$ cat src/rtl/cic_comb_decimator.sv
// rtl/cic_comb_decimator.sv - CIC decimator back end: keeps every DecimRate-th sample, then NumStages comb stages
// Optional Sync_i phase realignment port is enabled by defining CIC_COMB_PHASE_SYNC_EN.
module cic_comb_decimator #(
  parameter int DataWidth = 18,
  parameter int DecimRate = 8,
  parameter int NumStages = 3,
  parameter int DiffDelay = 1
) (
  input  logic                 Clk_i,
  input  logic                 Rst_i,
`ifdef CIC_COMB_PHASE_SYNC_EN
  input  logic                 Sync_i,
`endif
  input  logic [DataWidth-1:0] Data_i,
  input  logic                 DataNd_i,
  output logic [DataWidth-1:0] Data_o,
  output logic                 DataValid_o
);

  localparam int CntWidth = (DecimRate > 1) ? $clog2(DecimRate) : 1;
  localparam logic [CntWidth-1:0] CntLast = CntWidth'(DecimRate - 1);

  logic [CntWidth-1:0]  cnt;
  logic [CntWidth-1:0]  cnt_eff;
  logic                 capture;
  logic [DataWidth-1:0] stage_data [NumStages+1];
  logic [NumStages:0]   stage_valid;
  logic [DataWidth-1:0] dly [NumStages][DiffDelay];

  // A sync pulse makes the current sample index 0 without touching the comb pipeline.
`ifdef CIC_COMB_PHASE_SYNC_EN
  assign cnt_eff = Sync_i ? '0 : cnt;
`else
  assign cnt_eff = cnt;
`endif

  assign capture = DataNd_i && (cnt_eff == CntLast);

  always_ff @(posedge Clk_i) begin
    if (Rst_i) begin
      cnt         <= '0;
      stage_valid <= '0;
      for (int k = 0; k <= NumStages; k++) begin
        stage_data[k] <= '0;
      end
      for (int k = 0; k < NumStages; k++) begin
        for (int j = 0; j < DiffDelay; j++) begin
          dly[k][j] <= '0;
        end
      end
    end else begin
      if (DataNd_i) begin
        cnt <= capture ? '0 : cnt_eff + 1'b1;
      end else begin
        cnt <= cnt_eff;
      end

      stage_valid[0] <= capture;
      if (capture) begin
        stage_data[0] <= Data_i;
      end

      // Subtraction wraps modulo 2^DataWidth, which the CIC response relies on.
      for (int k = 1; k <= NumStages; k++) begin
        stage_valid[k] <= stage_valid[k-1];
        if (stage_valid[k-1]) begin
          stage_data[k] <= stage_data[k-1] - dly[k-1][DiffDelay-1];
          dly[k-1][0]   <= stage_data[k-1];
          for (int j = 1; j < DiffDelay; j++) begin
            dly[k-1][j] <= dly[k-1][j-1];
          end
        end
      end
    end
  end

  assign Data_o      = stage_data[NumStages];
  assign DataValid_o = stage_valid[NumStages];

endmodule

$ cat config.mk
export PLATFORM = sky130hd
export DESIGN_NAME = cic_comb_decimator
export DESIGN_NICKNAME = d
export VERILOG_FILES = /design/src/rtl/cic_comb_decimator.sv
export SDC_FILE = /design/constraint.sdc
export NUM_CORES = 1
export LEC_CHECK = 0
export CAP_MARGIN = 20
export CORE_ASPECT_RATIO = 1.1
export CORE_MARGIN = 4
export CORE_UTILIZATION = 30
export DETAILED_ROUTE_END_ITERATION = 10
export PLACE_DENSITY = 0.51
export SLEW_MARGIN = 20
export SYNTH_ARGS = -nofsm -noshare
export SYNTH_HDL_FRONTEND = slang
export SYNTH_SLANG_ARGS = --single-unit
$ cat constraint.sdc
create_clock -name Clk_i -period 2.7 [get_ports Clk_i]
set_clock_uncertainty 0.1 [all_clocks]
set_input_delay 0.675 -clock Clk_i [delete_from_list [all_inputs] [get_ports Clk_i]]
set_output_delay 0.675 -clock Clk_i [all_outputs]
set_load 0.02 [all_outputs]
# Word-level counts from Yosys, hierarchy flattened
# Memory sizes are Yosys's and may differ from the RTL's.
# Cells that the tools add are included.
word_totals:
  register_bits: 7
  ram_bits: 126
  in_bits: 21
  out_inout_bits: 19
  elab_cells: 39
  memories: 2
classes:
  n_addsub: 4
  n_eq_ne: 1
  n_mux: 22
  n_bitwise: 7
  n_reduce_logical: 1
memory_table:
  columns: ["name", "depth", "word_bits", "rd", "rd_clocked_by_memory_dff", "wr", "line_no", "text"]
  rows:
  - ["stage_data", 4, 18, 4, 0, 4, "26", "logic [DataWidth-1:0] stage_data [NumStages+1];"]
  - ["dly", 3, 18, 3, 0, 3, "28", "logic [DataWidth-1:0] dly [NumStages][DiffDelay];"]
op_table:
  columns: ["cell", "n"]
  rows:
  - ["18-bit 2-to-1 mux", 7]
  - ["18-bit subtractor", 3]
  - ["1-bit 2-to-1 mux", 14]
  - ["1-bit bitwise OR", 7]
  - ["3-bit by 1-bit adder with 3-bit output, second input constant", 1]
  - ["3-bit equality test, second input constant", 1]
  - ["3-bit 2-to-1 mux", 1]
  - ["1-bit logical AND", 1]

# Depth between registers and ports, before layout
# Gate-level depths: netlist of the first run.
depth:
  word_depth: 6
  mapped_depth: 10
  depth_no_buf: 10

# Least setup slack after synthesis of the first run
# Ideal clock, no wire load.
synth_path:
  path_kind: "reg-to-reg"
  startpoint: "memory stage_data[0][0]"
  endpoint: "memory stage_data[1][14] (netlist: stage_data[0][32]), data pin"
  setup_ns: 0.266
  t_arrival_ns: 2.180
  required_time_ns: 2.334
  path_slack_ns: 0.154
  path_stages_with_launch: 11
  path_buffers: 0
  synth_period_minus_slack_ns: 2.546
  path_cell_list: "edfxtp_1 > inv_1 > ha_1 > inv_1 > fa_1 > a21o_1 > a311o_1 > a221oi_2 > o21bai_1 > xnor2_1 > nor2_1"
synth_rtl:
  columns: ["item", "line_no"]
  rows:
  - ["from (decl)", "26"]

==> impl_metrics.prom, run 1 <==
# TYPE chip_impl_metric gauge
chip_impl_metric{name="finalWorstPathRequiredPeriod",unit="ps"} 2620
chip_impl_metric{name="final_cell_area",unit="um2"} 8810
chip_impl_metric{name="max-slew-margin-rel",unit=""} 0.447
chip_impl_metric{name="tightestPinTransition",unit="ps"} 830
chip_impl_metric{name="number_of_enable_flip_flop_cells_after_synthesis",unit=""} 126
chip_impl_metric{name="power.switching",unit="W"} 0.00119
chip_impl_info{name="start_kind",value="flop"} 1
chip_impl_info{name="synth_most_common_cell",value="edfxtp_1"} 1
chip_impl_metric{name="areaGrowthSynthToFinish",unit="%"} 18.4
chip_impl_metric{name="detailedPlace.worstSlack",unit="ps"} 12.9
chip_impl_metric{name="placed_cell_area",unit="um2"} 8180
chip_impl_metric{name="met3_length",unit="um"} 473
chip_impl_metric{name="clkTransAtPathRegs",unit="ps"} 60
chip_impl_metric{name="die_height",unit="um"} 173
chip_impl_metric{name="worst_hold_path.num_cells",unit=""} 2
chip_impl_info{name="startpoint_of_the_worst_slack_reg_to_reg_timing_path",value="stage_data[0][0]"} 1
chip_impl_metric{name="multi_input_area",unit="um2"} 3120
chip_impl_metric{name="die-width",unit="um"} 158
chip_impl_metric{name="fin_nets",unit=""} 801
chip_impl_metric{name="maxSlewViolCount",unit=""} 0
chip_impl_metric{name="area.sequential",unit="um2"} 3920
chip_impl_metric{name="dieArea",unit="um2"} 27400
chip_impl_info{name="cell_class_contributing_the_biggest_share_of_worst_path_delay",value="compound AO/OA/AOI/OAI gates"} 1
chip_impl_metric{name="timing.hold.ws",unit="ps"} 386
chip_impl_metric{name="drtIter0Drc",unit=""} 135
chip_impl_info{name="synth.area.top_cells",value="edfxtp_1, ha_1, and2_1"} 1
chip_impl_metric{name="globalRouteTotalUtil",unit=""} 0.0946
chip_impl_metric{name="drive_gt1_frac",unit=""} 0.0963
chip_impl_metric{name="synth.avg_cell_area",unit="um2"} 11.0
chip_impl_info{name="cts_tree",value="built"} 1
chip_impl_metric{name="place.detailed.hpwl",unit="mm"} 9.09
chip_impl_info{name="synth.cells.most_frequent",value="edfxtp_1, and2_1, inv_1"} 1
chip_impl_metric{name="yosys_warnings",unit=""} 0
chip_impl_metric{name="final_min_period_over_clock_period",unit=""} 0.971
chip_impl_metric{name="tns",unit="ps"} 0
chip_impl_metric{name="grt_antenna_before_repair",unit=""} 0
chip_impl_metric{name="regToRegSetupSlack",unit="ps"} 80
chip_impl_metric{name="route.detailed.drc",unit=""} 0
chip_impl_metric{name="drt_pass1_iterations",unit=""} 4
chip_impl_info{name="root_buffer_cell",value="clkbuf_16"} 1
chip_impl_metric{name="synth_seq_area_share",unit=""} 0.527
chip_impl_info{name="path_type_of_the_worst_min_delay_path",value="reg -> reg"} 1
chip_impl_info{name="cp_slowest_cell",value="a311o_1"} 1
chip_impl_metric{name="cellInternalPower",unit="W"} 0.00401
chip_impl_metric{name="grt_max_degree",unit=""} 52
chip_impl_metric{name="syn-cell-area",unit="um2"} 7440
chip_impl_info{name="dominant_synthesized_flop_cell",value="edfxtp_1"} 1
chip_impl_metric{name="m1WireLength",unit="mm"} 5.70
chip_impl_info{name="timing.critical_path.cells",value="inv_2 > ha_4 > inv_2 > fa_2 > a21o_1 > a311o_1 > a221oi_2 > buf_4 > xor2_1 > nor2_1"} 1
chip_impl_metric{name="gp_congestion",unit=""} 0.835
chip_impl_metric{name="worst_skew_pair.late_latency",unit="ps"} 410
chip_impl_metric{name="detail-route-antenna-nets",unit=""} 0
chip_impl_metric{name="ctsHoldBuffers",unit=""} 0
chip_impl_metric{name="routed_via_density",unit=""} 4.36
chip_impl_info{name="top_signal_layer_used",value="met4"} 1
chip_impl_metric{name="tritoncts.num_buffers",unit=""} 17
chip_impl_metric{name="fp.coreArea",unit="um2"} 24500
chip_impl_info{name="synth.largest_area_cell",value="edfxtp_1"} 1
chip_impl_metric{name="grt_pass1_wl",unit="mm"} 20.9
chip_impl_metric{name="drt-total-wl",unit="mm"} 12.2
chip_impl_info{name="whs_endpoint",value="cnt[2]"} 1
chip_impl_metric{name="power_frac_seq",unit=""} 0.451
chip_impl_metric{name="cp_max_fo",unit=""} 4
chip_impl_metric{name="filler_cell_count",unit=""} 2442
chip_impl_metric{name="synth.ff_latch_count",unit=""} 133
chip_impl_metric{name="insertedDiodeCount",unit=""} 0
chip_impl_metric{name="postSynthCellCount",unit=""} 679
chip_impl_metric{name="netSwitchingFraction",unit=""} 0.229
chip_impl_metric{name="post_syn_nets",unit=""} 756
chip_impl_metric{name="clk_path_buf_depth",unit=""} 2
chip_impl_metric{name="synthDistinctLibCells",unit=""} 47
chip_impl_metric{name="number_of_global_route_vias_before_repair",unit=""} 4407
chip_impl_info{name="critPathCaptureType",value="flop"} 1
chip_impl_metric{name="leftover_overflow_at_the_end_of_global_routing",unit=""} 0
chip_impl_metric{name="fmax",unit="MHz"} 381
chip_impl_metric{name="wl_met2",unit="mm"} 5.78
chip_impl_metric{name="buffer_ports.inserted",unit=""} 39
chip_impl_metric{name="total_number_of_placement_rows",unit=""} 60
chip_impl_metric{name="final_count_of_hold_timing_violations",unit=""} 0
chip_impl_metric{name="final.setup.worst_slack",unit="ps"} 77.6
chip_impl_metric{name="route.vias.total",unit=""} 4569
chip_impl_metric{name="timing.critical_path.required",unit="ps"} 2760
chip_impl_metric{name="part_of_the_total_power_dissipated_in_the_clock_network",unit=""} 0.450
chip_impl_metric{name="htreeDepth",unit=""} 4
chip_impl_metric{name="critical_path_max_stage_delay",unit="ps"} 430
chip_impl_metric{name="critical_path.n_buffers_inverters",unit=""} 3
chip_impl_metric{name="clkSinkCount",unit=""} 133
chip_impl_metric{name="initial_core_util",unit=""} 0.304
chip_impl_info{name="outcome",value="finished clean"} 1
chip_impl_info{name="worst-setup-path-type",value="reg -> reg"} 1
chip_impl_metric{name="routed_wire_length_per_instance",unit="um"} 11.6
chip_impl_metric{name="r2r.worst_path.cells",unit=""} 10
chip_impl_info{name="worstReg2RegEnd",value="stage_data[0][30]"} 1
chip_impl_metric{name="worst_ir_drop_vdd",unit="uV"} 418
chip_impl_info{name="holdCritStartpoint",value="cnt[2]"} 1
chip_impl_metric{name="ios",unit=""} 40
chip_impl_metric{name="number_of_failing_setup_endpoints_in_the_final_timing_report",unit=""} 0
chip_impl_metric{name="synth_top_area_frac",unit=""} 0.508
chip_impl_metric{name="power.density_cell_area",unit="nW/um2"} 591
chip_impl_metric{name="power.share.combinational",unit=""} 0.099
chip_impl_info{name="critical_path.most_common_cell",value="inv_2"} 1
chip_impl_metric{name="cp_data_arrival_time",unit="ps"} 2680
chip_impl_metric{name="max_cap_viol_count",unit=""} 0
chip_impl_metric{name="static-leakage-power",unit="nW"} 3.55
chip_impl_metric{name="async_reset_ff_frac",unit=""} 0
chip_impl_info{name="grt_setup_unrepaired",value="yes"} 1
-- stage by stage --
step | total power, W | cells | utilization
6_report | 0.00521 | 1047 | 0.360
5_1_grt | 0.00546 | 1047 | 0.360
4_1_cts | 0.00528 | 1047 | 0.359
3_5_place_dp | 0.00290 | 1015 | 0.334
3_3_place_gp | 0.00290 | 1015 | 0.334
2_1_floorplan | 0.00277 | 679 | -
-- flip-flops by register name, summed over array words and instances (netlist names) --
register	count
stage_data	72
dly	54
stage_valid	4
cnt	3
-- layout make-up --
type / instances / share of cell area
Multi-Input combinational cell: 448 / 0.354
Clock buffer: 17 / 0.0483
Sequential cell: 133 / 0.445
Inverter: 66 / 0.0281
Clock inverter: 15 / 0.0203
Tap cell: 310 / 0.0440
Timing Repair Buffer: 58 / 0.0605
-- power by group through the flow --
stage               Sequential (W)  Combinational, W  Clock (W)
finish                     0.00235          0.000517    0.00234
global route               0.00235          0.000588    0.00251
CTS                        0.00235          0.000517    0.00242
detailed placement         0.00239          0.000514          0
global placement           0.00239          0.000515          0
floorplan                  0.00238          0.000391          0
-- worst max path at each step --
stage                            startpoint           endpoint  slack, ps  depth (start not counted)
after global placement     stage_data[0][0]  stage_data[0][30]         40                         10
after CTS                 stage_data[0][18]  stage_data[0][52]          8                         10
after floorplan            stage_data[0][0]  stage_data[0][32]        150                         10
after detailed placement   stage_data[0][0]  stage_data[0][30]         10                         10
after global routing      stage_data[0][36]  stage_data[0][70]        -20                         10
final                      stage_data[0][0]  stage_data[0][30]         80                         10
-- cells in the final DEF (no fill, tap or decap), drive strengths merged, types with 20 or more instances in the layout --
cell / Yosys / layout
a21oi: 46 / 46
and2: 73 / 73
clkdlybuf4s50: 0 / 39
edfxtp: 126 / 126
ha: 53 / 53
inv: 66 / 70
nand2: 41 / 41
nor2: 43 / 43
nor3: 20 / 20
xnor2: 21 / 21
-- repair_timing --
item / CTS / global route
resized for setup: 0 / 9
pin swaps: 2 / 7
setup endpoints to repair: 1 / 9
setup buffers: 0 / 0
gates cloned: 0 / 0
-- tightest hold or removal path, stage by stage (launching register included) --
cell	delay (ps)
dfxtp_1	320
nand2b_1	70
a21oi_1	50
-- cells by family after synthesis --
logic type	after synthesis	share of synthesized area
XOR/XNOR	33	0.0388
adder cells (fa/ha/maj)	56	0.0972
buffers and inverters	98	0.0585
multiplexers	5	0.00672
AO/OA/AOI/OAI	131	0.115
AND/OR/NAND/NOR	223	0.157
flip-flops	133	0.527
-- metal layers --
layer	global-route usage	vias to the layer above
met5	0	-
met4	0.0355	0
met3	0.0285	10
met2	0.152	77
met1	0.119	2010
li1	-	2472
No activity file was read; power rests on OpenSTA's default activity.
==> run 2: changes to the inputs <==
CORE_UTILIZATION = 45   (was 30)
PLACE_DENSITY = 0.69   (was 0.51)
==> run 2 against run 1 <==
Die area fell by 32%. Routed wire length increased by 1.4%. Sequential share of layout area is 1.2 points higher. Utilization rose by 17 points. Non-clock buffer count down 6. Flip-flop and latch count did not move. Cell count decreased by 11%. Critical path depth unchanged. Clock-buffer cell count grew 4. Combinational power increased by 2%. First-iteration DRC count increased by 90%. Critical path type unchanged. Highest routed layer unchanged.
==> impl_metrics.prom, run 2 (synthesized netlist as in run 1, its figures left out) <==
# TYPE chip_impl_metric gauge
chip_impl_metric{name="grt_max_degree",unit=""} 52
chip_impl_metric{name="final_count_of_hold_timing_violations",unit=""} 0
chip_impl_metric{name="drtIter0Drc",unit=""} 256
chip_impl_metric{name="clkTransAtPathRegs",unit="ps"} 60
chip_impl_info{name="largest-register",value="stage_data"} 1
chip_impl_info{name="critPathCaptureType",value="flop"} 1
chip_impl_info{name="final_cell_mix",value="edfxtp_1, and2_1, inv_1"} 1
chip_impl_metric{name="worst_ir_drop_vdd",unit="uV"} 593
chip_impl_metric{name="areaGrowthSynthToFinish",unit="%"} 15.3
chip_impl_metric{name="drt_pass1_iterations",unit=""} 7
chip_impl_info{name="cts_tree",value="built"} 1
chip_impl_metric{name="fin_cells",unit=""} 934
chip_impl_metric{name="clk_path_buf_depth",unit=""} 2
chip_impl_metric{name="post-place-cells",unit=""} 900
chip_impl_metric{name="dieArea",unit="um2"} 18700
chip_impl_metric{name="grt.met3_usage",unit=""} 0.0367
chip_impl_info{name="most_common_library_cell_in_the_layout_ignoring_fill_and_taps",value="edfxtp_1"} 1
chip_impl_metric{name="route.detailed.drc",unit=""} 0
chip_impl_metric{name="met1_usage",unit=""} 0.147
chip_impl_info{name="root_buffer_cell",value="clkbuf_16"} 1
chip_impl_metric{name="leftover_overflow_at_the_end_of_global_routing",unit=""} 0
chip_impl_info{name="globalRoute.busiestLayer",value="met2"} 1
chip_impl_metric{name="routed_wire_length_per_instance",unit="um"} 13.2
chip_impl_metric{name="detail-route-antenna-nets",unit=""} 0
chip_impl_metric{name="drt-total-wl",unit="mm"} 12.3
chip_impl_metric{name="cp_max_fo",unit=""} 3
chip_impl_info{name="biggestRegsByFlops",value="stage_data (72), dly (54), stage_valid (4)"} 1
chip_impl_metric{name="drive_gt1_frac",unit=""} 0.0849
chip_impl_metric{name="gp_congestion",unit=""} 0.954
chip_impl_info{name="grt_setup_unrepaired",value="yes"} 1
chip_impl_metric{name="place.detailed.hpwl",unit="mm"} 9.00
chip_impl_metric{name="die-width",unit="um"} 131
chip_impl_metric{name="number_of_failing_setup_endpoints_in_the_final_timing_report",unit=""} 0
chip_impl_metric{name="clkSinkCount",unit=""} 133
chip_impl_metric{name="globalRouteTotalUtil",unit=""} 0.139
chip_impl_metric{name="cp_data_arrival_time",unit="ps"} 2700
chip_impl_metric{name="die_height",unit="um"} 143
chip_impl_metric{name="ios",unit=""} 40
chip_impl_metric{name="finalWorstPathRequiredPeriod",unit="ps"} 2640
chip_impl_metric{name="grt_antenna_before_repair",unit=""} 0
chip_impl_metric{name="max-slew-margin-rel",unit=""} 0.455
chip_impl_metric{name="fin_nets",unit=""} 795
chip_impl_info{name="worst-setup-path-type",value="reg -> reg"} 1
chip_impl_metric{name="tns",unit="ps"} 0
chip_impl_metric{name="number_of_global_route_vias_before_repair",unit=""} 4756
chip_impl_metric{name="total_number_of_placement_rows",unit=""} 49
chip_impl_metric{name="final_min_period_over_clock_period",unit=""} 0.977
chip_impl_metric{name="max_cap_viol_count",unit=""} 0
chip_impl_info{name="path_type_of_the_worst_min_delay_path",value="reg -> reg"} 1
chip_impl_metric{name="tightestPinTransition",unit="ps"} 817
chip_impl_metric{name="static-leakage-power",unit="nW"} 3.49
chip_impl_metric{name="htreeDepth",unit=""} 4
chip_impl_metric{name="power.density_cell_area",unit="nW/um2"} 573
chip_impl_metric{name="maxSlewViolCount",unit=""} 0
chip_impl_metric{name="postLayoutCoreUtil",unit=""} 0.526
chip_impl_metric{name="fp.coreArea",unit="um2"} 16300
chip_impl_metric{name="fmax",unit="MHz"} 379
chip_impl_metric{name="initial_core_util",unit=""} 0.456
chip_impl_metric{name="grtUsageMet2",unit=""} 0.249
chip_impl_metric{name="timing.critical_path.required",unit="ps"} 2770
chip_impl_metric{name="buffer_ports.inserted",unit=""} 39
chip_impl_metric{name="timing.hold.ws",unit="ps"} 387
chip_impl_metric{name="routed_via_density",unit=""} 5.13
chip_impl_metric{name="grt_pass1_wl",unit="mm"} 20.6
chip_impl_metric{name="tritoncts.num_buffers",unit=""} 17
chip_impl_metric{name="worst_skew_pair.late_latency",unit="ps"} 420
chip_impl_info{name="start_kind",value="flop"} 1
chip_impl_metric{name="total_power",unit="W"} 0.00492
chip_impl_info{name="outcome",value="finished clean"} 1
chip_impl_metric{name="ctsHoldBuffers",unit=""} 0
chip_impl_metric{name="insertedDiodeCount",unit=""} 0
chip_impl_metric{name="largest_reg_flops",unit=""} 72
chip_impl_metric{name="route.vias.total",unit=""} 4791
==> run 2: final cells by class <==
class | count | area (um2)
tap | 204 | 255
sequential | 133 | 3920
multi-input combinational | 448 | 3130
clock buffer | 21 | 440
clock inverter | 10 | 85.1
timing repair buffer | 52 | 500
inverter | 66 | 248
fill | 1375 | 7730
==> run 2: through the flow <==
stage,setup slack (ps),area (um2)
after global routing,-60.3,8580
after floorplan,154,7440
final,61.6,8580
after CTS,1.51,8520
after detailed placement,-50.9,7990
after global placement,43.2,7990
==> run 2: per-layer routing <==
| layer | share of wire | wire length, um |
|---|---|---|
| met4 | 0.025 | 309 |
| met5 | 0 | 0 |
| met3 | 0.045 | 555 |
| met2 | 0.52 | 6390 |
| met1 | 0.41 | 5080 |
==> run 2: timing repair <==
| item | 4_1_cts | 5_1_grt |
|---|---|---|
| gates resized for setup | 1 | 11 |
| buffers inserted | 0 | 3 |
| pin swaps | 4 | 8 |
| endpoints found under the hold margin | 0 | 0 |
| cloned | 0 | 0 |
| endpoints found under the setup margin | 3 | 10 |
==> run 2: worst max-delay path: stages (launching register included) <==
cell and delay [ps]:
edfxtp_1 400, inv_2 100, ha_4 130, inv_2 40, fa_2 350, a21o_1 190, a311o_1 420, a31o_2 280
a21oi_2 140, xor2_1 170, nor2_1 70
==> run 2: path summary, 6_finish.rpt <==
check             slack [ps]  cells past startpoint        startpoint                end
hold / removal           390                      2            cnt[2]             cnt[2]
setup reg to reg          60                     10  stage_data[0][0]  stage_data[0][28]
hold reg to reg          390                      2            cnt[2]             cnt[2]
setup / recovery          60                     10  stage_data[0][0]  stage_data[0][28]
==> run 2: power by group <==
part	total (W)	internal, W	leakage, nW	switching [W]
Combinational	0.000525	0.000235	1.88	0.000290
Clock	0.00204	0.00125	0.250	0.000797
Sequential	0.00235	0.00232	1.36	0.0000288
==> run 3: changes to the inputs <==
--- a/config.mk
+++ b/config.mk
@@ -9,6 +9,7 @@
 export CORE_ASPECT_RATIO = 1.1
-export CORE_MARGIN = 4
+export CORE_MARGIN = 10
 export CORE_UTILIZATION = 45
 export DETAILED_ROUTE_END_ITERATION = 10
-export PLACE_DENSITY = 0.69
+export DONT_BUFFER_PORTS = 1
+export PLACE_DENSITY = 0.66
 export SLEW_MARGIN = 20
--- a/constraint.sdc
+++ b/constraint.sdc
@@ -4,2 +4,2 @@
 set_output_delay 0.675 -clock Clk_i [all_outputs]
-set_load 0.02 [all_outputs]
+set_load 0.005 [all_outputs]
==> run 3 against run 2 <==
Largest cell class unchanged. Routed wire length shrank 1.0%. Clock power up 7%. Maximum frequency up 0.83%. Worst setup slack improved by 22 ps. Via count down 2.8%. Cell area shrank 4.3%.
==> impl_metrics.prom, run 3 (synthesized netlist as in run 1, its figures left out) <==
# TYPE chip_impl_metric gauge
chip_impl_info{name="biggestRegsByFlops",value="stage_data (72), dly (54), stage_valid (4)"} 1
chip_impl_metric{name="post-place-cells",unit=""} 861
chip_impl_metric{name="detailedPlace.worstSlack",unit="ps"} -11.8
chip_impl_metric{name="finalWorstPathRequiredPeriod",unit="ps"} 2620
chip_impl_info{name="cell_class_contributing_the_biggest_share_of_worst_path_delay",value="compound AO/OA/AOI/OAI gates"} 1
chip_impl_info{name="outcome",value="finished clean"} 1
chip_impl_info{name="most_common_library_cell_in_the_layout_ignoring_fill_and_taps",value="edfxtp_1"} 1
chip_impl_info{name="largest-register",value="stage_data"} 1
chip_impl_metric{name="ios",unit=""} 40
chip_impl_metric{name="max-slew-margin-rel",unit=""} 0.452
chip_impl_metric{name="globalRouteTotalUtil",unit=""} 0.112
chip_impl_info{name="critical_path.most_common_cell",value="inv_2"} 1
chip_impl_metric{name="final_count_of_hold_timing_violations",unit=""} 0
chip_impl_info{name="worst-setup-path-type",value="reg -> reg"} 1
chip_impl_metric{name="route.detailed.drc",unit=""} 0
chip_impl_metric{name="die_height",unit="um"} 155
chip_impl_metric{name="route.vias.total",unit=""} 4655
chip_impl_metric{name="worst_skew_pair.late_latency",unit="ps"} 410
chip_impl_metric{name="static-leakage-power",unit="nW"} 3.36
chip_impl_metric{name="final.setup.worst_slack",unit="ps"} 83.4
chip_impl_metric{name="routed_wire_length_per_instance",unit="um"} 13.6
chip_impl_metric{name="htreeDepth",unit=""} 4
chip_impl_metric{name="worst_ir_drop_vdd",unit="uV"} 471
chip_impl_metric{name="clkSinkCount",unit=""} 133
chip_impl_metric{name="maxSlewViolCount",unit=""} 0
chip_impl_metric{name="timing.hold.ws",unit="ps"} 230
chip_impl_metric{name="fin_nets",unit=""} 756
chip_impl_metric{name="final_min_period_over_clock_period",unit=""} 0.969
chip_impl_metric{name="insertedDiodeCount",unit=""} 0
chip_impl_metric{name="detail-route-antenna-nets",unit=""} 0
chip_impl_metric{name="leftover_overflow_at_the_end_of_global_routing",unit=""} 0
chip_impl_metric{name="areaGrowthSynthToFinish",unit="%"} 10.3
chip_impl_info{name="final_cell_mix",value="edfxtp_1, and2_1, inv_1"} 1
chip_impl_metric{name="total_number_of_placement_rows",unit=""} 49
chip_impl_info{name="grt_setup_unrepaired",value="yes"} 1
chip_impl_metric{name="multi_input_area",unit="um2"} 3110
chip_impl_info{name="root_buffer_cell",value="clkbuf_16"} 1
chip_impl_metric{name="fin_cells",unit=""} 896
chip_impl_metric{name="grt_pass1_wl",unit="mm"} 20.2
chip_impl_metric{name="critical_path_max_stage_delay",unit="ps"} 420
chip_impl_metric{name="critical_path.n_buffers_inverters",unit=""} 3
chip_impl_metric{name="cp_max_fo",unit=""} 3
chip_impl_info{name="worstReg2RegEnd",value="stage_data[0][30]"} 1
chip_impl_metric{name="clkTransAtPathRegs",unit="ps"} 50
chip_impl_metric{name="drt_pass1_iterations",unit=""} 6
chip_impl_info{name="timing.critical_path.cells",value="inv_2 > ha_4 > inv_2 > fa_2 > a21o_1 > a311o_1 > a221oi_2 > buf_4 > xor2_1 > nor2_1"} 1
chip_impl_info{name="critPathCaptureType",value="flop"} 1
chip_impl_metric{name="total_power",unit="W"} 0.00500
chip_impl_info{name="cp_slowest_cell",value="a311o_1"} 1
chip_impl_metric{name="number_of_failing_setup_endpoints_in_the_final_timing_report",unit=""} 0
chip_impl_metric{name="fmax",unit="MHz"} 382
chip_impl_metric{name="cp_data_arrival_time",unit="ps"} 2680
chip_impl_info{name="path_type_of_the_worst_min_delay_path",value="in -> reg"} 1
chip_impl_metric{name="regToRegSetupSlack",unit="ps"} 80
chip_impl_metric{name="grt_antenna_before_repair",unit=""} 0
chip_impl_metric{name="die-width",unit="um"} 143
chip_impl_metric{name="buffer_ports.inserted",unit=""} 0
chip_impl_metric{name="max_cap_viol_count",unit=""} 0
chip_impl_metric{name="postLayoutCoreUtil",unit=""} 0.503
chip_impl_info{name="cts_tree",value="built"} 1
chip_impl_metric{name="timing.critical_path.required",unit="ps"} 2770
chip_impl_metric{name="routed_via_density",unit=""} 5.20
chip_impl_metric{name="grt_max_degree",unit=""} 52
chip_impl_metric{name="power.density_cell_area",unit="nW/um2"} 609
chip_impl_info{name="holdCritStartpoint",value="Rst_i"} 1
chip_impl_metric{name="place.detailed.hpwl",unit="mm"} 8.98
chip_impl_metric{name="gp_congestion",unit=""} 0.920
chip_impl_metric{name="area.sequential",unit="um2"} 3920
chip_impl_info{name="startpoint_of_the_worst_slack_reg_to_reg_timing_path",value="stage_data[0][0]"} 1
chip_impl_metric{name="fp.coreArea",unit="um2"} 16300
chip_impl_metric{name="clk_path_buf_depth",unit=""} 2
chip_impl_metric{name="drtIter0Drc",unit=""} 179
chip_impl_metric{name="drive_gt1_frac",unit=""} 0.0853
chip_impl_metric{name="r2r.worst_path.cells",unit=""} 10
chip_impl_metric{name="number_of_global_route_vias_before_repair",unit=""} 4544
chip_impl_metric{name="tritoncts.num_buffers",unit=""} 17
chip_impl_metric{name="tightestPinTransition",unit="ps"} 822
chip_impl_metric{name="worst_hold_path.num_cells",unit=""} 1
chip_impl_metric{name="dieArea",unit="um2"} 22100
chip_impl_info{name="whs_endpoint",value="cnt[2]"} 1
chip_impl_metric{name="largest_reg_flops",unit=""} 72
chip_impl_metric{name="drt-total-wl",unit="mm"} 12.2
chip_impl_info{name="start_kind",value="flop"} 1
chip_impl_metric{name="initial_core_util",unit=""} 0.456
chip_impl_metric{name="filler_cell_count",unit=""} 1454
[run 3: worst max path at each step]
stage | startpoint | end | slack, ps | cells past startpoint
final | stage_data[0][0] | stage_data[0][30] | 80 | 10
after CTS | stage_data[0][0] | stage_data[0][30] | 2 | 10
after detailed placement | stage_data[0][0] | stage_data[0][30] | -10 | 10
after global routing | stage_data[0][0] | stage_data[0][32] | -70 | 10
after global placement | stage_data[0][0] | stage_data[0][30] | 40 | 10
after floorplan | stage_data[0][0] | stage_data[0][32] | 150 | 10
[run 3: final cells by class]
| class | instances | share of cell area |
|---|---|---|
| multi-input cells | 448 | 0.379 |
| clock inverters | 9 | 0.0126 |
| clock buffers | 23 | 0.0558 |
| repair buffers | 13 | 0.0134 |
| well taps | 204 | 0.0311 |
| inverters | 66 | 0.0302 |
| flip-flops and latches | 133 | 0.478 |
[run 3: per-stage QoR]
stage | instance area, um2 | setup TNS, ps
final | 8210 | 0
after global routing | 8210 | -171
after global placement | 7600 | 0
after detailed placement | 7600 | -15.0
after floorplan | 7440 | 0
after CTS | 8160 | 0
[run 3: per-layer routing]
layer	global-route usage	wire length (um)
met1	0.122	5380
met2	0.191	5980
met3	0.0338	495
met4	0.0619	352
met5	0	0
[run 3: timing repair]
| action | CTS | global route |
|---|---|---|
| gates resized for setup | 1 | 7 |
| hold buffers | 0 | 0 |
| setup endpoints to repair | 3 | 8 |
| pin swaps | 2 | 12 |
| setup buffers | 0 | 3 |
| hold endpoints to repair | 0 | 0 |
[run 3: report_power, final]
part           switching, W  internal [W]  leakage, nW
combinational      0.000264      0.000198         1.73
clock              0.000809       0.00138        0.271
sequential        0.0000310       0.00232         1.36
